`config.mk`:
```
export PLATFORM = sky130hd
export DESIGN_NAME = quadra_horner
export DESIGN_NICKNAME = d
export VERILOG_FILES = /design/src/rtl/quadra_horner.sv
export SDC_FILE = /design/constraint.sdc
export NUM_CORES = 1
export LEC_CHECK = 0
export CAP_MARGIN = 20
export CELL_PAD_IN_SITES_DETAIL_PLACEMENT = 1
export CELL_PAD_IN_SITES_GLOBAL_PLACEMENT = 1
export CORE_AREA = 5 5 171 173
export CTS_BUF_LIST = sky130_fd_sc_hd__clkbuf_8
export DETAILED_ROUTE_END_ITERATION = 8
export DIE_AREA = 0 0 176 178
export PLACE_DENSITY = 0.84
export SYNTH_ARGS = -nofsm -noshare
export SYNTH_HDL_FRONTEND = slang
export SYNTH_SLANG_ARGS = --single-unit
```
`constraint.sdc`:
```
create_clock -name clk -period 9.15 [get_ports clk]
set_input_delay 1.83 -clock clk [delete_from_list [all_inputs] [get_ports clk]]
set_output_delay 1.83 -clock clk [all_outputs]
set_load 0.02 [all_outputs]
```
`src/rtl/quadra_horner.sv`:
```
// Sequential quadratic evaluator y = a*x^2 + b*x + c by Horner's rule, reusing one mul stage.
// Optional build macro QUADRA_SAT_EN: saturate the two coefficient additions instead of wrapping.

// Signed fixed-point multiplier: sign + 3 integer bits + (T1_W-4) fraction bits.
// x2 is treated as a magnitude; its top bit is ignored. The product is truncated (floor).
module mul #(
  parameter int T1_W = 16
) (
  input  logic signed [T1_W-1:0] x1,
  input  logic        [T1_W-1:0] x2,
  output logic signed [T1_W-1:0] p
);

  logic signed [T1_W-1:0]   mag;
  logic signed [2*T1_W-1:0] full;
  logic                     unused_mul;

  assign mag  = {1'b0, x2[T1_W-2:0]};
  assign full = x1 * mag;
  assign p    = full[T1_W-4 +: T1_W];

  assign unused_mul = ^{x2[T1_W-1], full[T1_W-5:0], full[2*T1_W-1:2*T1_W-4]};

endmodule

module quadra_horner #(
  parameter int T1_W     = 16,
  parameter int PIPE_MUL = 0
) (
  input  logic                   clk,
  input  logic                   rst_n,
  input  logic                   in_valid,
  output logic                   in_ready,
  input  logic signed [T1_W-1:0] a,
  input  logic signed [T1_W-1:0] b,
  input  logic signed [T1_W-1:0] c,
  input  logic signed [T1_W-1:0] x,
  output logic                   out_valid,
  input  logic                   out_ready,
  output logic signed [T1_W-1:0] y,
  output logic                   out_err
);

  typedef logic signed [T1_W-1:0] t1_fxd_t;

  typedef enum logic [2:0] {
    IDLE  = 3'd0,
    STEP1 = 3'd1,
    WAIT1 = 3'd2,
    STEP2 = 3'd3,
    WAIT2 = 3'd4,
    DONE  = 3'd5
  } state_t;

  localparam bit PIPE = (PIPE_MUL != 0);

  function automatic t1_fxd_t add_coef(input t1_fxd_t p, input t1_fxd_t q);
`ifdef QUADRA_SAT_EN
    logic [T1_W:0] s;
    s = {p[T1_W-1], p} + {q[T1_W-1], q};
    if (s[T1_W] != s[T1_W-1])
      add_coef = s[T1_W] ? {1'b1, {(T1_W-1){1'b0}}} : {1'b0, {(T1_W-1){1'b1}}};
    else
      add_coef = s[T1_W-1:0];
`else
    add_coef = p + q;
`endif
  endfunction

  state_t  state, state_nxt;
  t1_fxd_t acc, x_q, b_q, c_q, prod, prod_q, addend, prod_sel, sum;
  logic    err_q;
  logic    accept;

  mul #(.T1_W(T1_W)) u_mul (
    .x1 (acc),
    .x2 (x_q),
    .p  (prod)
  );

  // Addend follows the Horner step: b after the first product, c after the second.
  always_comb begin
    addend   = c_q;
    if (state == STEP1 || state == WAIT1)
      addend = b_q;
    prod_sel = PIPE ? prod_q : prod;
    sum      = add_coef(prod_sel, addend);
  end

  always_comb begin
    state_nxt = state;
    in_ready  = (state == IDLE) || (state == DONE && out_ready);
    accept    = in_valid && in_ready;
    case (state)
      IDLE:    if (in_valid) state_nxt = STEP1;
      STEP1:   state_nxt = PIPE ? WAIT1 : STEP2;
      WAIT1:   state_nxt = STEP2;
      STEP2:   state_nxt = PIPE ? WAIT2 : DONE;
      WAIT2:   state_nxt = DONE;
      DONE: begin
        if (out_ready)
          state_nxt = in_valid ? STEP1 : IDLE;
      end
      default: state_nxt = IDLE;
    endcase
  end

  always_ff @(posedge clk or negedge rst_n) begin
    if (!rst_n) begin
      state <= IDLE;
    end else begin
      state <= state_nxt;
    end
  end

  // Operand latch and Horner accumulator
  always_ff @(posedge clk or negedge rst_n) begin
    if (!rst_n) begin
      acc    <= '0;
      x_q    <= '0;
      b_q    <= '0;
      c_q    <= '0;
      err_q  <= 1'b0;
      prod_q <= '0;
    end else if (accept) begin
      acc   <= a;
      x_q   <= x;
      b_q   <= b;
      c_q   <= c;
      err_q <= x[T1_W-1];
    end else begin
      case (state)
        STEP1, STEP2: begin
          if (PIPE) prod_q <= prod;
          else      acc    <= sum;
        end
        WAIT1, WAIT2: acc <= sum;
        default: ;
      endcase
    end
  end

  // Result register: loaded once on entry to DONE, held until consumed
  always_ff @(posedge clk or negedge rst_n) begin
    if (!rst_n) begin
      out_valid <= 1'b0;
      y         <= '0;
      out_err   <= 1'b0;
    end else begin
      out_valid <= (state_nxt == DONE);
      if (state != DONE && state_nxt == DONE) begin
        y       <= sum;
        out_err <= err_q;
      end
    end
  end

endmodule
```
Word-level counts from Yosys, hierarchy flattened

Cells that the tools add are included.

Shift operators: 0
Add/sub/neg operators: 1
$lt $le $gt $ge: 0
Reductions and logical operators: 10
Divide/modulo/power cells: 0
Muxes and demuxes: 7
Multiply operators: 1
Bitwise operators: 0
Equal/unequal tests: 7

Operators by type and width:

| cell               | count |
|---|---|
| $mux 16            | 3 |
| $mul 16x16->28     | 1 |
| $add 16x16->16     | 1 |
| $pmux 3 s4         | 1 |
| $eq 3x3->1 const B | 3 |
| $eq 3x2->1 const B | 2 |
| $mux 3             | 2 |
| $reduce_or 2->1    | 2 |
| $reduce_or 4->1    | 1 |
| $eq 3x1->1 const B | 1 |
| $logic_and 1x1->1  | 3 |
| $logic_not 3->1    | 1 |
| $ne 3x3->1 const B | 1 |
| $logic_or 1x1->1   | 2 |
| $reduce_bool 2->1  | 1 |
| $mux 1             | 1 |

Word-level logic and storage cells: 35
Latch bits: 0
Memory bits (read-only): 0
Memory bits (writable): 0
Memories kept: 0
Output and inout bits: 19
Bits of input ports: 68
Register bits: 85

Depth between registers and ports, before layout

Word-level depth: 6
Depth in mapped cells: 32
Mapped depth without buffers: 31

Cells and area by module

A second synthesis with hierarchy kept.

Cells, all modules: 1326
Area, all modules: 12736.0 sq um

Modules (own cells, without submodules):

| module        | cells an instance | sequential area each (sq um) | area an instance (sq um) | times used |
|---|---|---|---|---|
| mul           | 947               | 0.0                          | 8354.3                   | 1 |
| quadra_horner | 379               | 2127.0                       | 4381.7                   | 1 |

Least setup slack after synthesis

Ideal clock, no wire load.

Kind: reg-to-reg
Start point: register x_q[10]
End point: register acc[15]
Setup slack: 1.835 ns
Required time: 9.021 ns
Clock period less this slack: 7.315 ns
Stages on the path, launching flop included: 30
Arrival: 7.186 ns
Setup time: 0.129 ns
Path buffers: 2
Cell sequence: dfrtp_1 clkbuf_1 clkbuf_1 nand2_1 fa_1 inv_1 fa_1 fa_1 fa_1 fa_1 inv_1 fa_1 inv_1 ha_1 a21oi_4 o21ai_2 or4b_1 o221ai_2 nand2b_1 a21o_1 a21oi_1 xnor2_1 ha_1 inv_1 o22ai_1 o41a_1 a31oi_1 o21ai_0 xnor2_1 o21ai_1

Word-level cells in the longest chain between the ends: 4

Ends and longest elaborated chain:

| what                   | RTL line | text |
|---|---|---|
| start, declared        | 71       | `t1_fxd_t acc, x_q, b_q, c_q, prod, prod_q, addend, prod_sel, sum;` |
| start signal, assigned | 120      | `x_q <= '0;` |
| start signal, assigned | 127      | `x_q <= x;` |
| $mul 16x16->28         | 19       | `assign full = x1 * mag;` |
| $add 16x16->16         | 66       | `add_coef = p + q;` |
| $mux 16                | n/a      |  |
| $mux 16                | 125      | `end else if (accept) begin` |
| end signal, assigned   | 135      | `else acc <= sum;` |
| end signal, assigned   | 137      | `WAIT1, WAIT2: acc <= sum;` |
| end, declared          | 71       |  |

Every way passes these cells. The select of a mux whose other input is x is not followed.
A chain may end at the register's enable or synchronous reset.

Worst setup path after layout

Start point: register x_q[7]
End point: register acc[15]

Same word-level chain as after synthesis.

==> impl_metrics.py <==
metrics = {
    "setup_path": {
        "arrival_ps": 8520,
        "cp_max_fo": 17,
        "crit_path_start_kind": "flop",
        "worstSetupEndpointType": "flop",
        "worstPathRequired_ps": 9370,
        "crit_type": "flop to flop",
    },
    "final_layout": {
        "layoutNonFillerInstCount": 1633,
        "stdcell_area_mm2": 0.0135,
        "n_fill_cell": 3073,
        "nets": 1653,
        "antennaDiodeCount": 0,
        "drive_above_1_share_pct": 7.93,
        "area_growth_syn_to_layout_pct": 11.3,
    },
    "yosys": {
        "synthTopCellsByCount": "inv_1, fa_1, nand2_1, and2_1, ha_1",
        "netlist_instances": 1227,
        "async_flop_share_pct": 100,
        "seq_area_frac_synth_pct": 17.5,
        "yosys_warnings": 0,
        "yosysTopAreaCell": "fa_1",
        "synth.avg_cell_area_um2": 9.88,
        "yosys_most_used_dff": "dfrtp_1",
        "yosysMostFrequentCell": "inv_1",
        "ys_top_cells_by_area": "fa_1, dfrtp_1, ha_1",
        "synth_nets": 1598,
        "synth_enable_flop_cells": 0,
        "syn_area_mm2": 0.0121,
        "synth_top_area_share_pct": 35.8,
        "synth-seq-cells": 85,
        "synth_cell_types": 49,
    },
    "floorplan": {
        "start_util_pct": 44.1,
        "fp-row-count": 61,
        "die_area_mm2": 0.0313,
        "io_pins": 87,
        "core-area_mm2": 0.0275,
        "chipWidth_um": 176,
        "die_h_um": 178,
    },
    "placement": {
        "routabilityCongestion": 0.865,
        "dpl_cell_area_mm2": 0.0133,
        "dpl.cell_count": 1616,
        "portBuffers": 86,
        "place_hpwl_um": 27000,
    },
    "clock_network": {
        "clockBufferDepth": 2,
        "cts_setup_buffers": 0,
        "cts_root_buffer": "clkbuf_8",
        "cts.sink_count": 85,
        "tritoncts": "yes",
        "ctsResizeCount": 0,
        "clk_pin_slew_ps": 100,
        "cts_buffers": 9,
        "worstSkewPairLatency_ps": 370,
        "ctsHoldBuffers": 0,
        "htreeDepth": 3,
    },
    "run": {
        "max_cap_violations": 0,
    },
    "global_route": {
        "grt_max_degree": 78,
        "grt_pass1_vias": 10300,
        "antenna_found_initial": 1,
        "grt_overflow": 0,
        "grt_usage_pct": 22.2,
        "grt_pass1_wl_um": 54400,
    },
    "sta": {
        "slew_headroom_pct": 27.1,
        "tightest_slew_ps": 1090,
        "final.min_clock_period_ps": 8310,
        "hold-worst-slack_ps": 498,
        "clock_skew_ps": 16.0,
        "setup_viol": 0,
        "finalCritPeriodShare_pct": 90.8,
        "clock.fmax_ghz": 0.120,
        "grt_setup_unrepaired": "no",
        "drv_slew": 0,
        "hold_violations": 0,
        "timing.setup.tns_ps": 0,
    },
    "route": {
        "vias_per_cell": 5.33,
        "postRouteAntennaNets": 0,
        "wire_per_inst_um": 20.2,
        "dr.pass1.iters": 5,
        "first_iter_violations": 415,
        "routed_wirelength_um": 33000,
        "vias": 8705,
        "drc": 0,
    },
    "outcome": {
        "status": "complete, no violations",
    },
    "min_path": {
        "hp-class": "flop to flop",
    },
}
per-layer routing:
| metal | global-route usage, % | wire, um | part of all wire [%] | vias up |
|---|---|---|---|---|
| met5 | 0 | 20 | 0.061 | - |
| met1 | 27.3 | 13100 | 40 | 4549 |
| met3 | 4.66 | 2060 | 6.2 | 63 |
| li1 | - | - | - | 3830 |
| met2 | 40.0 | 17100 | 52 | 261 |
| met4 | 5.69 | 778 | 2.4 | 2 |
registers in the layout (all words and copies together) (netlist names):
| name | flops |
|---|---|
| acc | 16 |
| b_q | 16 |
| c_q | 16 |
| err_q | 1 |
| out_err | 1 |
| out_valid | 1 |
| state | 3 |
| x_q | 15 |
| y | 16 |
worst max-delay path, stage by stage (launching register included):
cell      delay, ps
dfrtp_1         850
nand2_1         180
fa_1            540
fa_1            510
inv_1            60
fa_1            580
fa_1            470
fa_1            520
inv_1            50
fa_1            510
inv_1            50
ha_1            340
a21oi_4         180
o21ai_2          90
or4b_1          500
o221ai_2        310
nand2b_1        150
a21o_1          220
a21oi_1         200
xnor2_1         170
ha_1            300
inv_1           130
o22ai_1         120
o41a_1          380
a31oi_1         260
o21ai_0         160
xnor2_1         240
o21ai_1          80
cells by family (layout without fill, tap and decap cells):
group                      Yosys count  after routing  synth area share (%)
buffers and inverters              306            366                  9.54
AOI/OAI and AO/OA                  100            100                  5.48
adders and majority gates          303            303                  44.7
xor gates and xnor gates            48             48                  3.47
and+or+nand+nor                    314            314                  12.7
muxes                               71             71                  6.57
DFF                                 85             85                  17.5
final cells by class:
| class | count | area [um2] | share of cell area [%] |
|---|---|---|---|
| Multi-Input combinational cell | 836 | 8840 | 65.5 |
| Sequential cell | 85 | 2130 | 15.8 |
| Inverter | 258 | 968 | 7.18 |
| Timing Repair Buffer | 92 | 927 | 6.87 |
| Tap cell | 346 | 433 | 3.21 |
| Clock buffer | 9 | 124 | 0.918 |
| Clock inverter | 7 | 72.6 | 0.538 |
metrics by stage:
stage	util (%)	setup slack (ps)
3_5_place_dp	48.3	934
6_report	49.1	842
3_3_place_gp	48.3	1090
5_1_grt	49.1	459
2_1_floorplan	-	1830
4_1_cts	49.0	848
final timing paths:
kind | startpoint | cells past startpoint | slack [ps] | end
min | y[6]$_DFFE_PN0P_ | 2 | 500 | y[6]$_DFFE_PN0P_
max reg2reg | x_q[7]$_DFFE_PN0P_ | 27 | 840 | acc[15]$_DFFE_PN0P_
max | x_q[7]$_DFFE_PN0P_ | 27 | 840 | acc[15]$_DFFE_PN0P_
min reg2reg | y[6]$_DFFE_PN0P_ | 2 | 500 | y[6]$_DFFE_PN0P_
max in group asynchronous | rst_n | 3 | 7080 | x_q[3]$_DFFE_PN0P_
min in group asynchronous | rst_n | 1 | 1280 | c_q[12]$_DFFE_PN0P_
layout by cell type (no fill, tap or decap), types with 3 or more instances in the layout:
cell type and count:
inv_1 259, fa_1 217, nand2_1 150, and2_1 118
ha_1 86, dfrtp_1 85, clkdlybuf4s50_1 85, mux2_2 69
xnor2_1 35, o21ai_0 27, a21oi_1 20, nor2_1 18
a22oi_1 14, xor2_1 13, clkbuf_8 9, a21o_1 7
nor3_1 6, o21a_1 5, buf_4 5, nand2b_1 4
o21bai_1 4, nand3_1 3, o211ai_1 3, inv_6 3
Power is not shown: default switching activity piles up to over one toggle a cycle in this logic, so the estimate is an artifact.
